**src/rtl/imm_pkg.sv**
```systemverilog
// imm_pkg: shared immediate-type tags, RV32 opcodes and RVC quadrant/funct3 constants
package imm_pkg;
  localparam logic [2:0] IMM_NONE  = 3'd0;
  localparam logic [2:0] IMM_I     = 3'd1;
  localparam logic [2:0] IMM_S     = 3'd2;
  localparam logic [2:0] IMM_B     = 3'd3;
  localparam logic [2:0] IMM_U     = 3'd4;
  localparam logic [2:0] IMM_J     = 3'd5;
  localparam logic [2:0] IMM_SHAMT = 3'd6;

  localparam logic [6:0] OP_LOAD   = 7'b0000011;
  localparam logic [6:0] OP_IMM    = 7'b0010011;
  localparam logic [6:0] OP_JALR   = 7'b1100111;
  localparam logic [6:0] OP_JAL    = 7'b1101111;
  localparam logic [6:0] OP_BRANCH = 7'b1100011;
  localparam logic [6:0] OP_STORE  = 7'b0100011;
  localparam logic [6:0] OP_LUI    = 7'b0110111;
  localparam logic [6:0] OP_AUIPC  = 7'b0010111;
  localparam logic [6:0] OP_SYSTEM = 7'b1110011;
  localparam logic [6:0] OP_REG    = 7'b0110011;
  localparam logic [6:0] OP_FENCE  = 7'b0001111;

  localparam logic [2:0] F3_SLLI = 3'b001;
  localparam logic [2:0] F3_SRXI = 3'b101;

  localparam logic [1:0] RVC_Q0 = 2'b00;
  localparam logic [1:0] RVC_Q1 = 2'b01;
  localparam logic [1:0] RVC_Q2 = 2'b10;

  localparam logic [2:0] C0_ADDI4SPN = 3'd0;
  localparam logic [2:0] C0_LW       = 3'd2;
  localparam logic [2:0] C0_SW       = 3'd6;
  localparam logic [2:0] C1_ADDI     = 3'd0;
  localparam logic [2:0] C1_JAL      = 3'd1;
  localparam logic [2:0] C1_LI       = 3'd2;
  localparam logic [2:0] C1_LUI      = 3'd3;
  localparam logic [2:0] C1_ARITH    = 3'd4;
  localparam logic [2:0] C1_J        = 3'd5;
  localparam logic [2:0] C2_SLLI     = 3'd0;
  localparam logic [2:0] C2_LWSP     = 3'd2;
  localparam logic [2:0] C2_CR       = 3'd4;
  localparam logic [2:0] C2_SWSP     = 3'd6;
endpackage

```
**src/rtl/rvc_imm_decode.sv**
```systemverilog
// rvc_imm_decode: combinational immediate extraction for 16-bit RVC encodings
module rvc_imm_decode #(
  parameter bit SUPPORT_C = 1'b1
) (
  input  logic [15:0] inst,
  output logic [31:0] imm,
  output logic [2:0]  imm_type,
  output logic        is_c,
  output logic        illegal
);
  import imm_pkg::*;
  logic [2:0]  f3;
  logic [31:0] imm6;
  logic [31:0] raw;
  logic [2:0]  typ;
  logic        ill;
  assign f3   = inst[15:13];
  assign imm6 = {{26{inst[12]}}, inst[12], inst[6:2]};
  assign is_c = inst[1:0] != 2'b11;
  // Scatter/gather the immediate per quadrant and funct3; raw is already extended to 32 bits
  always_comb begin
    raw = '0;
    typ = IMM_NONE;
    ill = 1'b0;
    case (inst[1:0])
      RVC_Q0: case (f3)
        C0_ADDI4SPN: begin
          raw = {22'd0, inst[10:7], inst[12:11], inst[5], inst[6], 2'b00};
          typ = IMM_I;
          ill = inst[12:5] == 8'd0;
        end
        C0_LW, C0_SW: begin
          raw = {25'd0, inst[5], inst[12:10], inst[6], 2'b00};
          typ = f3 == C0_LW ? IMM_I : IMM_S;
        end
        default: ill = 1'b1;
      endcase
      RVC_Q1: case (f3)
        C1_ADDI, C1_LI: begin
          raw = imm6;
          typ = IMM_I;
        end
        C1_JAL, C1_J: begin
          raw = {{20{inst[12]}}, inst[12], inst[8], inst[10:9], inst[6], inst[7], inst[2], inst[11], inst[5:3], 1'b0};
          typ = IMM_J;
        end
        C1_LUI: if (inst[11:7] == 5'd2) begin
          raw = {{22{inst[12]}}, inst[12], inst[4:3], inst[5], inst[2], inst[6], 4'd0};
          typ = IMM_I;
          ill = {inst[12], inst[6:2]} == 6'd0;
        end else begin
          raw = {{14{inst[12]}}, inst[12], inst[6:2], 12'd0};
          typ = IMM_U;
        end
        C1_ARITH: case (inst[11:10])
          2'b00, 2'b01: begin
            raw = {26'd0, inst[12], inst[6:2]};
            typ = IMM_SHAMT;
            ill = inst[12];
          end
          2'b10: begin
            raw = imm6;
            typ = IMM_I;
          end
          default: ;
        endcase
        default: begin
          raw = {{23{inst[12]}}, inst[12], inst[6:5], inst[2], inst[11:10], inst[4:3], 1'b0};
          typ = IMM_B;
        end
      endcase
      RVC_Q2: case (f3)
        C2_SLLI: begin
          raw = {26'd0, inst[12], inst[6:2]};
          typ = IMM_SHAMT;
          ill = inst[12];
        end
        C2_LWSP: begin
          raw = {24'd0, inst[3:2], inst[12], inst[6:4], 2'b00};
          typ = IMM_I;
        end
        C2_SWSP: begin
          raw = {24'd0, inst[8:7], inst[12:9], 2'b00};
          typ = IMM_S;
        end
        C2_CR: ;
        default: ill = 1'b1;
      endcase
      default: ;
    endcase
  end
  assign illegal  = ill || !SUPPORT_C;
  assign imm      = illegal ? '0 : raw;
  assign imm_type = illegal ? IMM_NONE : typ;
endmodule

```
**src/rtl/imm_gen_pipe.sv**
```systemverilog
// imm_gen_pipe: elastic 1- or 2-stage RV32IC immediate generator with valid/ready on both sides
module imm_gen_pipe #(
  parameter int XLEN      = 32,
  parameter bit SUPPORT_C = 1'b1,
  parameter int STAGES    = 2
) (
  input  logic            clk,
  input  logic            rst,
  input  logic            in_valid,
  output logic            in_ready,
  input  logic [31:0]     inst,
  output logic            out_valid,
  input  logic            out_ready,
  output logic [XLEN-1:0] imm_out,
  output logic [2:0]      imm_type,
  output logic            is_compressed,
  output logic            illegal
);
  import imm_pkg::*;
  logic [31:0]     c_imm, m_inst, m_cimm, f_imm;
  logic [2:0]      c_type, m_ctype, f_type;
  logic            c_isc, c_ill, m_isc, m_cill, f_ill, m_valid, o_load;
  logic            out_valid_q, out_valid_d, is_c_q, is_c_d, ill_q, ill_d;
  logic [XLEN-1:0] imm_q, imm_d;
  logic [2:0]      type_q, type_d;

  rvc_imm_decode #(.SUPPORT_C(SUPPORT_C)) u_rvc (
    .inst     (inst[15:0]),
    .imm      (c_imm),
    .imm_type (c_type),
    .is_c     (c_isc),
    .illegal  (c_ill)
  );

  assign o_load = !out_valid_q || out_ready;

  if (STAGES == 2) begin : g_s1
    logic        s1_valid_q, s1_valid_d, s1_isc_q, s1_isc_d, s1_ill_q, s1_ill_d, take;
    logic [31:0] s1_inst_q, s1_inst_d, s1_imm_q, s1_imm_d;
    logic [2:0]  s1_type_q, s1_type_d;
    assign in_ready = !s1_valid_q || o_load;
    assign take     = in_valid && in_ready;
    // Field-extract stage: holds the raw word plus the already-decoded RVC result
    always_comb begin
      s1_valid_d = in_ready ? in_valid : s1_valid_q;
      s1_inst_d  = take ? inst : s1_inst_q;
      s1_imm_d   = take ? c_imm : s1_imm_q;
      s1_type_d  = take ? c_type : s1_type_q;
      s1_isc_d   = take ? c_isc : s1_isc_q;
      s1_ill_d   = take ? c_ill : s1_ill_q;
    end
    // Stage-1 registers
    always_ff @(posedge clk or posedge rst) begin
      if (rst) begin
        s1_valid_q <= 1'b0;
        s1_inst_q  <= '0;
        s1_imm_q   <= '0;
        s1_type_q  <= IMM_NONE;
        s1_isc_q   <= 1'b0;
        s1_ill_q   <= 1'b0;
      end else begin
        s1_valid_q <= s1_valid_d;
        s1_inst_q  <= s1_inst_d;
        s1_imm_q   <= s1_imm_d;
        s1_type_q  <= s1_type_d;
        s1_isc_q   <= s1_isc_d;
        s1_ill_q   <= s1_ill_d;
      end
    end
    assign m_valid = s1_valid_q;
    assign m_inst  = s1_inst_q;
    assign m_cimm  = s1_imm_q;
    assign m_ctype = s1_type_q;
    assign m_isc   = s1_isc_q;
    assign m_cill  = s1_ill_q;
  end else begin : g_s0
    assign in_ready = o_load;
    assign m_valid  = in_valid;
    assign m_inst   = inst;
    assign m_cimm   = c_imm;
    assign m_ctype  = c_type;
    assign m_isc    = c_isc;
    assign m_cill   = c_ill;
  end

  // 32-bit immediate decode by major opcode; unknown opcodes yield illegal with a zero immediate
  always_comb begin
    f_imm  = '0;
    f_type = IMM_NONE;
    f_ill  = 1'b0;
    case (m_inst[6:0])
      OP_IMM: if (m_inst[14:12] == F3_SLLI || m_inst[14:12] == F3_SRXI) begin
        f_imm  = {27'd0, m_inst[24:20]};
        f_type = IMM_SHAMT;
      end else begin
        f_imm  = {{20{m_inst[31]}}, m_inst[31:20]};
        f_type = IMM_I;
      end
      OP_LOAD, OP_JALR, OP_SYSTEM: begin
        f_imm  = {{20{m_inst[31]}}, m_inst[31:20]};
        f_type = IMM_I;
      end
      OP_STORE: begin
        f_imm  = {{20{m_inst[31]}}, m_inst[31:25], m_inst[11:7]};
        f_type = IMM_S;
      end
      OP_BRANCH: begin
        f_imm  = {{19{m_inst[31]}}, m_inst[31], m_inst[7], m_inst[30:25], m_inst[11:8], 1'b0};
        f_type = IMM_B;
      end
      OP_LUI, OP_AUIPC: begin
        f_imm  = {m_inst[31:12], 12'd0};
        f_type = IMM_U;
      end
      OP_JAL: begin
        f_imm  = {{11{m_inst[31]}}, m_inst[31], m_inst[19:12], m_inst[20], m_inst[30:21], 1'b0};
        f_type = IMM_J;
      end
      OP_REG, OP_FENCE: ;
      default: f_ill = 1'b1;
    endcase
  end

  // Output stage loads the selected decode when empty or being drained, otherwise holds
  always_comb begin
    out_valid_d = o_load ? m_valid : out_valid_q;
    imm_d       = (o_load && m_valid) ? XLEN'($signed(m_isc ? m_cimm : f_imm)) : imm_q;
    type_d      = (o_load && m_valid) ? (m_isc ? m_ctype : f_type) : type_q;
    is_c_d      = (o_load && m_valid) ? m_isc : is_c_q;
    ill_d       = (o_load && m_valid) ? (m_isc ? m_cill : f_ill) : ill_q;
  end

  // Output registers
  always_ff @(posedge clk or posedge rst) begin
    if (rst) begin
      out_valid_q <= 1'b0;
      imm_q       <= '0;
      type_q      <= IMM_NONE;
      is_c_q      <= 1'b0;
      ill_q       <= 1'b0;
    end else begin
      out_valid_q <= out_valid_d;
      imm_q       <= imm_d;
      type_q      <= type_d;
      is_c_q      <= is_c_d;
      ill_q       <= ill_d;
    end
  end

  assign out_valid     = out_valid_q;
  assign imm_out       = imm_q;
  assign imm_type      = type_q;
  assign is_compressed = is_c_q;
  assign illegal       = ill_q;
endmodule
```
**config.mk**
```make
export PLATFORM = sky130hd
export DESIGN_NAME = imm_gen_pipe
export DESIGN_NICKNAME = d
export VERILOG_FILES = /design/src/rtl/imm_pkg.sv /design/src/rtl/rvc_imm_decode.sv /design/src/rtl/imm_gen_pipe.sv
export SDC_FILE = /design/constraint.sdc
export NUM_CORES = 1
export LEC_CHECK = 0
export ABC_AREA = 0
export BUFFER_PORTS_ARGS = -buffer_cell sky130_fd_sc_hd__buf_2
export CAP_MARGIN = 10
export CORE_MARGIN = 3
export CORE_UTILIZATION = 45
export DETAILED_ROUTE_END_ITERATION = 10
export GPL_ROUTABILITY_DRIVEN = 0
export GPL_TIMING_DRIVEN = 0
export PLACE_DENSITY = 0.74
export SYNTH_ARGS = -nofsm -noshare
export SYNTH_HDL_FRONTEND = slang
export SYNTH_HIERARCHICAL = 1
export SYNTH_SLANG_ARGS = --single-unit
```
**constraint.sdc**
```tcl
create_clock -name clk -period 10.1 [get_ports clk]
set_input_delay 1.01 -clock clk [delete_from_list [all_inputs] [get_ports clk]]
set_output_delay 1.01 -clock clk [all_outputs]
set_load 0.01 [all_outputs]
```
# Yosys cells after proc, flatten, opt, wreduce, memory -nomap -nowiden

Cells that the tools add are included.

Register bits after elaboration: 108
Bits of input ports: 36
Logic and storage cells: 85

Equality and inequality tests: 25
Multiplexer cells: 29
Reductions and logical operators: 20

Operator list:

| cell                                                                  | count |
|---|---|
| 32-bit one-hot mux with 6 select lines                                | 1 |
| 32-bit one-hot mux with 4 select lines                                | 1 |
| 32-bit two-way mux                                                    | 3 |
| 32-bit one-hot mux with 3 select lines                                | 1 |
| 32-bit one-hot mux with 2 select lines                                | 1 |
| 7-bit equality test, second input constant                            | 4 |
| 8-bit one-hot mux with 3 select lines                                 | 1 |
| 7-bit by 6-bit equality test with 1-bit output, second input constant | 3 |
| 10-bit one-hot mux with 2 select lines                                | 1 |
| 3-bit one-hot mux with 3 select lines                                 | 2 |
| 3-bit one-hot mux with 6 select lines                                 | 1 |
| 17-bit two-way mux                                                    | 1 |
| 7-bit by 5-bit equality test with 1-bit output, second input constant | 2 |
| 3-bit equality test, second input constant                            | 4 |
| 3-bit two-way mux                                                     | 4 |
| 3-bit one-hot mux with 2 select lines                                 | 2 |
| 3-bit one-hot mux with 4 select lines                                 | 1 |
| 11-bit OR reduction                                                   | 1 |
| 2-bit OR reduction                                                    | 5 |
| 8-bit logical NOT                                                     | 1 |
| 7-bit by 2-bit equality test with 1-bit output, second input constant | 1 |
| 7-bit by 4-bit equality test with 1-bit output, second input constant | 1 |
| 3-bit by 1-bit equality test with 1-bit output, second input constant | 2 |
| 3-bit by 2-bit equality test with 1-bit output, second input constant | 2 |
| 15 further kinds                                                      | 28 |

# Logic depth before layout (Yosys ltp)

Gate-level depths: netlist of run 1.

Word-level depth: 6
Mapped depth: 9
Depth with buffers taken out: 6

# By module

The synthesis of run 1 kept the hierarchy.

Modules (own cells, without submodules):

| module         | times used | cells an instance | area each (um^2) | seq. area each (um^2) |
|---|---|---|---|---|
| imm_gen_pipe   | 1          | 403               | 4764.6           | 2702.6 |
| rvc_imm_decode | 1          | 191               | 1099.8           | 0.0 |

# Least setup slack after synthesis of run 1

No wires, ideal clock.

Path kind: in2reg
Start point: input inst[11]
End point: register g_s1.s1_imm_q[18]
Library setup time: 0.125 ns
Arrival time: 3.059 ns
Slack: 6.916 ns
Cell stages on the path: 9
Cell sequence: buf_6 -> or4_4 -> or3_4 -> o21ai_4 -> or2_1 -> buf_4 -> a21oi_1 -> buf_4 -> mux2_2

Cells in the longest elaborated chain, start to end: 6
Elaborated cells on any way between the ends: 15
Those cells by class: eq/ne (3); mux (9); reduce/logical (3)

RTL lines:

| item                                                                                            | RTL line             | RTL |
|---|---|---|
| from (decl)                                                                                     | imm_gen_pipe.sv:11   | `input logic [31:0] inst,` |
| 2-bit by 1-bit equality test with 1-bit output or 2-bit logical NOT (tied branches)             | rvc_imm_decode.sv:55 | `C1_ARITH: case (inst[11:10])` |
| 2-bit OR reduction                                                                              | rvc_imm_decode.sv:55 |  |
| 32-bit one-hot mux with 2 select lines or 1-bit two-way mux (tied branches)                     | rvc_imm_decode.sv:55 |  |
| 32-bit one-hot mux with 4 select lines or 1-bit one-hot mux with 2 select lines (tied branches) | rvc_imm_decode.sv:38 | `RVC_Q1: case (f3)` |
| 32-bit one-hot mux with 3 select lines or 1-bit one-hot mux with 3 select lines (tied branches) | rvc_imm_decode.sv:25 | `case (inst[1:0])` |
| 32-bit two-way mux *                                                                            | rvc_imm_decode.sv:93 | `assign imm = illegal ? '0 : raw;` |
| named net c_imm[18]                                                                             | imm_gen_pipe.sv:20   | `logic [31:0] c_imm, m_inst, m_cimm, f_imm;` |
| to (signal assigned)                                                                            | imm_gen_pipe.sv:64   | `s1_imm_q <= s1_imm_d;` |
| to (decl)                                                                                       | imm_gen_pipe.sv:39   | `logic [31:0] s1_inst_q, s1_inst_d, s1_imm_q, s1_imm_d;` |

Mark *: on every way through the listed nets, which the timed path passes. The rest lies on a longest branch.
A chain may end at the register's enable or synchronous reset.

# Worst setup path in the final report of run 1

Start point: input inst[11]
End point: register g_s1.s1_imm_q[28]

The elaborated chain is that of the path after synthesis.

==> reports/qor.csv, run 1 <==
metric,value,unit
outcome,finished clean,
synth.top_cell.area_share,46.08,%
r2r_slack,7.77,ns
p_int,801.6,uW
setup_viol_count_final,0,
clock_sinks,108,
diodes,0,
ys_top_cells_by_area,"dfrtp_1 46%, mux2_2 13%, a21oi_1 3.8%",
worstReg2RegStart,g_s1.s1_inst_q[2],
worstSetupPathType,input pin to flop,
sequentialPowerShare,46.0,%
core-area,12670,sq um
drc,0,
crit_path_end,g_s1.s1_imm_q[28],
first_pass_iters,8,
cts_tree,yes,
dominantRegCellSynth,dfrtp_1,
p_switching,341.0,uW
synth_edf_count,0,
cp-startpoint,inst[11],
io_pins,75,
ys_seq_area_share,46.08,%
relSlewSlack,48.38,%
cap_violations,0,
muxShareOfSynthArea,13.42,%
num_vias,5238,
antenna_found_initial,0,
drt_iter0_markers,728,
ff_latch_area,2703,sq um
grt_usage,23.57,%
power_density,168.1,nW/um^2
root_buffer,clkbuf_16,
postRouteAntennaNets,0,
detail_route.wl_per_cell,19.46,um
power_leakage,0.003195,uW
critical_path_arrival,3.46,ns
cp_common_cell,buf_4,
r2r_cells,6,
drive_gt1_share,28.47,%
synth_top_cell_by_area,dfrtp_1,
syn-num-nets,630,
fin_crit_sh,32.02,%
max_stage_delay,0.55,ns
synth_compound_area_share,19.27,%
grt_max_degree,72,
cts_buffers,9,
worstMarginPinSlew,0.7744,ns
insertion_delay,0.35,ns
yosys_warnings,6,
critPathRequiredTime,10.33,ns
skew,0.01142,ns
cts_resized,0,
synth_top_family_by_area,compound AO/OA/AOI/OAI gates,
post_synth.cell_area_avg,9.873,sq um
post_cts.repair.setup_buffers,0,
wl,16680,um
dieArea,14440,sq um
grt_remaining_overflow,0,
multiInputGateArea,2806,sq um
numPlacedInstances,841,
fmax,0.3092,GHz
fin_nets,717,
p_comb_share,22.4,%
vdd_drop_max,0.1111,mV
viasPerCell,6.112,
timing.rr.end,imm_out[1],
hold_buffers,0,
maxSlewViolCount,0,
slowest_stage,or4_4,
rows,41,
syn_area,5864,sq um
syn_inst,594,
start_kind,input pin,
die_w,120.2,um
critPathBufInv,5,
clkPwrFrac,31.7,%
synth_seq_cells,108,
synth-simple-area-share,15.02,%
cp_max_fo,11,
ys_async_sr_fraction,100.0,%
synth_xor_area_share,0.1493,%
switching_share,29.84,%
grt_pass1_wl,26940,um
fin_setup_tns,0,ns
fillerInstances,1142,
netlist_top_cells_count,"108 x dfrtp_1, 69 x mux2_2, 57 x nand2_1",
grt_pass1_vias,5196,
final_cells,857,
worstSetupPathDepth,11,
rsz0062_at_grt,no,
io_buffers,74,
path_cells,buf_2 > buf_6 > or4_4 > or3_4 > o21ai_4 > or2_1 > buf_4 > a21oi_1 > buf_4 > buf_4 > mux2_2,
die_h,120.2,um
timing.final.hold_violations,0,
htree_levels,3,
hold_path.class,flop to flop,
synth_cell_types,62,
clkTransAtPathRegs,0.07,ns
area_growth,15.90,%
post-route-min-period,3.234,ns
synthAdderAreaFrac,0,%
place_hpwl,12290,um
path_delay_family,simple AND/OR/NAND/NOR gates,
cp-end-kind,flop,
yosysMostFrequentCell,dfrtp_1,
clock_path_buffers,2,
initial_core_util,46.28,%
-- kinds of logic after synthesis --
group                     after synthesis
muxes                                  70
DFF                                   108
xor gates and xnor gates                1
AOI/OAI and AO/OA                     163
and+or+nand+nor                       180
buffers and inverters                  72
-- cell type report --
cell class	instances	share of cell area (%)
Multi-Input combinational cell	414	41.29
Sequential cell	108	39.76
Timing Repair Buffer	76	5.965
Buffer	57	4.400
Clock buffer	11	3.719
Tap cell	172	3.166
Inverter	15	0.8652
Clock inverter	4	0.8284
-- stage by stage --
step | total power [uW] | setup slack (ns) | hold slack, ns | cell area [sq um] | utilization (%)
2_1_floorplan | 690.2 | 6.244 | 0.4530 | 5864 | -
5_1_grt | 1195 | 6.811 | 0.5013 | 6797 | 53.64
3_3_place_gp | 771.2 | 5.165 | 0.4553 | 6450 | 50.90
6_report | 1143 | 6.866 | 0.4718 | 6797 | 53.64
4_1_cts | 1145 | 6.618 | 0.4791 | 6789 | 53.58
3_5_place_dp | 783.6 | 6.257 | 0.4637 | 6480 | 51.14
-- worst min path at each step --
stage | from | endpoint | slack [ns] | cells past startpoint
after floorplan | g_s1.s1_inst_q[14] | imm_out[14] | 0.45 | 1
after global placement | illegal | illegal | 0.46 | 1
after detailed placement | imm_out[0] | imm_out[0] | 0.46 | 2
after CTS | imm_out[0] | imm_out[0] | 0.48 | 2
after global routing | g_s1.s1_inst_q[16] | imm_out[16] | 0.50 | 1
final | imm_type[1] | imm_type[1] | 0.47 | 1
-- state kept, by name, summed over array words and instances (netlist names) --
name	flops
illegal	1
g_s1.s1_inst_q	32
g_s1.s1_type_q	3
g_s1.s1_valid_q	1
imm_out	32
out_valid	1
g_s1.s1_imm_q	32
imm_type	3
g_s1.s1_ill_q	1
is_compressed	1
g_s1.s1_isc_q	1
-- cell usage in the layout (no fill, tap or decap), drive strengths merged, types with 3 or more instances in the layout --
cell type	count
and2	5
clkbuf	32
a31oi	3
nand2	57
mux2	69
a221o	11
o21a	4
a211oi	3
nand3	26
a211o	10
nor3b	3
and3	10
a22oi	12
a221oi	4
inv	17
a21o	8
nor2	38
nand3b	4
nor2b	7
o21ai	21
o311ai	4
a21oi	44
nor3	10
buf	112
o22ai	18
dfrtp	108
nor4	3
nand2b	9
-- power groups by stage --
stage	Sequential, uW	Clock, uW	Combinational [uW]
finish	525	362	255
global route	531	385	278
CTS	525	368	252
detailed placement	533	0	250
global placement	530	0	241
floorplan	532	0	158
-- routing by layer --
layer,vias up,GRT usage (%),routed length [um]
met5,-,0,0
met2,319,38.46,7830
met3,69,4.995,1457
li1,2326,-,-
met4,0,9.377,593
met1,2524,30.69,6799
Power figures use the tool's default switching activity.
==> run 2, diff against run 1 <==
--- a/config.mk
+++ b/config.mk
@@ -5,7 +5,7 @@
 export SDC_FILE = /design/constraint.sdc
 export NUM_CORES = 1
 export LEC_CHECK = 0
-export ABC_AREA = 0
+export ABC_AREA = 1
 export BUFFER_PORTS_ARGS = -buffer_cell sky130_fd_sc_hd__buf_2
 export CAP_MARGIN = 10
 export CORE_MARGIN = 3
@@ -13,7 +13,7 @@
 export DETAILED_ROUTE_END_ITERATION = 10
 export GPL_ROUTABILITY_DRIVEN = 0
 export GPL_TIMING_DRIVEN = 0
-export PLACE_DENSITY = 0.74
+export PLACE_DENSITY = 0.76
 export SYNTH_ARGS = -nofsm -noshare
 export SYNTH_HDL_FRONTEND = slang
 export SYNTH_HIERARCHICAL = 1
==> constraint.sdc (replaced) <==
create_clock -name clk -period 2.7 [get_ports clk]
set_input_delay 0.27 -clock clk [delete_from_list [all_inputs] [get_ports clk]]
set_output_delay 0.27 -clock clk [all_outputs]
set_load 0.01 [all_outputs]
==> reports/qor.csv, run 2 <==
metric,value,unit,change
outcome,finished clean,,
critical_path_arrival,2.24,ns,-1.22 ns
synth_top_cell_by_area,dfrtp_1,,
grt_pass1_wl,28170,um,+4.6%
drc,0,,unchanged
post-route-min-period,1.999,ns,
p_int,3100,uW,+290%
core-area,12880,sq um,+1.6%
hold_buffers,0,,unchanged
p_comb_share,23.9,%,+1.5 points
clkTransAtPathRegs,0.07,ns,about the same
post_synth.cell_area_avg,7.878,sq um,-20%
place_hpwl,12920,um,+5.1%
p_total,4551,uW,+300%
first_pass_iters,5,,-3
grt_remaining_overflow,0,,unchanged
htree_levels,3,,unchanged
cp-end-kind,flop,,
power_leakage,0.003768,uW,+18%
numPlacedInstances,1018,,+21%
diodes,0,,unchanged
synth_cell_types,35,,-44%
sequentialPowerShare,44.9,%,-1.1 points
ys_async_sr_fraction,100.0,%,unchanged
clock_sinks,108,,unchanged
final_common_cell,nand2_1,,
syn_area,6066,sq um,+3.4%
grt_usage,24.56,%,+0.99 points
wl,17520,um,+5.0%
viasPerCell,5.543,,-9.3%
fin_setup_tns,0,ns,unchanged
ys_seq_area_share,44.55,%,-1.5 points
insertion_delay,0.36,ns,about the same
root_buffer,clkbuf_16,,
power_density,649.0,nW/um^2,+290%
netlist_top_cells_count,"176 x nand2_1, 108 x dfrtp_1, 94 x nor2_1",,
initial_core_util,47.11,%,+0.83 points
yosysMostFrequentCell,nand2_1,,
cts_resized,0,,unchanged
yosys_warnings,6,,unchanged
fin_nets,893,,+25%
p_switching,1451,uW,+330%
fin_crit_sh,74.02,%,
synth.top_cell.area_share,44.55,%,-1.5 points
die_w,122.1,um,+1.6%
drive_gt1_share,23.67,%,-4.8 points
fillerInstances,1235,,+8.1%
timing.final.hold_violations,0,,unchanged
fmax,0.5004,GHz,
setup_viol_count_final,0,,unchanged
cap_violations,0,,unchanged
rows,41,,unchanged
dominantRegCellSynth,dfrtp_1,,
antenna_found_initial,0,,unchanged
post_cts.repair.setup_buffers,0,,unchanged
dieArea,14910,sq um,+3.3%
cts_tree,yes,,
hold_path.class,input pin to asynchronous set/reset pin,,
skew,0.009704,ns,-0.001713 ns
final_cells,1034,,+21%
ff_latch_area,2703,sq um,unchanged
io_pins,75,,unchanged
cp_max_fo,15,,+4
cts_buffers,9,,unchanged
clkPwrFrac,31.2,%,-0.5 points
vdd_drop_max,0.3007,mV,+170%
detail_route.wl_per_cell,16.94,um,-13%
io_buffers,74,,unchanged
num_vias,5731,,+9.4%
die_h,122.1,um,+1.6%
grt_pass1_vias,5380,,+3.5%
multiInputGateArea,2863,sq um,+2.0%
synth_seq_cells,108,,unchanged
syn-num-nets,806,,+28%
drt_iter0_markers,654,,-10%
worstSetupPathType,input pin to flop,,
start_kind,input pin,,
critPathRequiredTime,2.94,ns,-7.39 ns
ys_top_cells_by_area,"dfrtp_1 45%, nand2_1 11%, mux2_2 8.2%",,
hold_ws,0.07248,ns,-0.3993 ns
maxSlewViolCount,0,,unchanged
grt_max_degree,40,,-44%
relSlewSlack,42.43,%,-5.9 points
area_growth,15.61,%,
switching_share,31.88,%,+2.0 points
syn_inst,770,,+30%
layout_common_cells,"176 x nand2_1, 108 x dfrtp_1, 94 x nor2_1",,
worstMarginPinSlew,0.8617,ns,+0.08732 ns
rsz0062_at_grt,no,,
postRouteAntennaNets,0,,unchanged
synth_edf_count,0,,unchanged
clock_path_buffers,2,,unchanged
==> run 2: critical path: stages <==
cell      delay (ns)
buf_2           0.08
buf_2           0.22
inv_4           0.06
nand2_2         0.17
nand2_4         0.09
clkinv_2        0.08
nor2_2          0.05
nor3_4          0.32
nand2_2         0.06
nand3_1         0.08
inv_1           0.26
buf_4           0.23
mux2_2          0.25
==> run 2: final cells by class <==
class	instances	area share (%)
multi-input combinational	552	40.82
sequential	108	38.54
timing repair buffer	76	5.852
buffer	45	3.604
inverter	65	3.586
clock buffer	10	3.265
tap	172	3.069
clock inverter	6	1.267
==> run 2: worst paths after layout <==
check,from,end,slack [ns],cells past startpoint
min in group clk,inst[16],g_s1.s1_inst_q[16],0.13,2
max in group asynchronous,rst,g_s1.s1_imm_q[10],1.73,4
worst max-delay path,inst[14],g_s1.s1_imm_q[29],0.70,13
worst max register to register,out_valid,imm_out[7],0.80,4
worst min-delay path,rst,imm_out[29],0.07,2
worst min register to register,is_compressed,is_compressed,0.48,2
==> run 2: cells by family after synthesis <==
logic type,count (synthesis),synth area share [%]
muxes,44,8.168
AOI/OAI and AO/OA,120,10.73
DFF,108,44.55
buffers and inverters,110,8.251
and+or+nand+nor,388,28.30
==> run 2: power groups by stage <==
stage | combinational, uW | clock (uW) | sequential (uW)
2_1_floorplan | 651 | 0 | 2080
3_3_place_gp | 1060 | 0 | 2060
3_5_place_dp | 1080 | 0 | 2070
4_1_cts | 1090 | 1440 | 2040
5_1_grt | 1220 | 1500 | 2070
6_report | 1090 | 1420 | 2050
==> run 2: layer usage <==
| layer | share of wire, % | vias to the layer above | GRT usage, % |
|---|---|---|---|
| met5 | 0 | - | 0 |
| met4 | 2.5 | 0 | 7.348 |
| met3 | 9.4 | 46 | 5.757 |
| met2 | 45 | 313 | 38.29 |
| met1 | 43 | 2702 | 34.24 |
| li1 | - | 2670 | - |
==> run 2: stage by stage <==
stage	instance area, sq um	util [%]	worst slack (ns)
floorplan	6070	-	0.8386
global placement	6655	51.69	0.4095
detailed placement	6695	52.00	0.3707
CTS	7013	54.47	0.7464
global route	7013	54.47	0.5555
finish	7013	54.47	0.7014
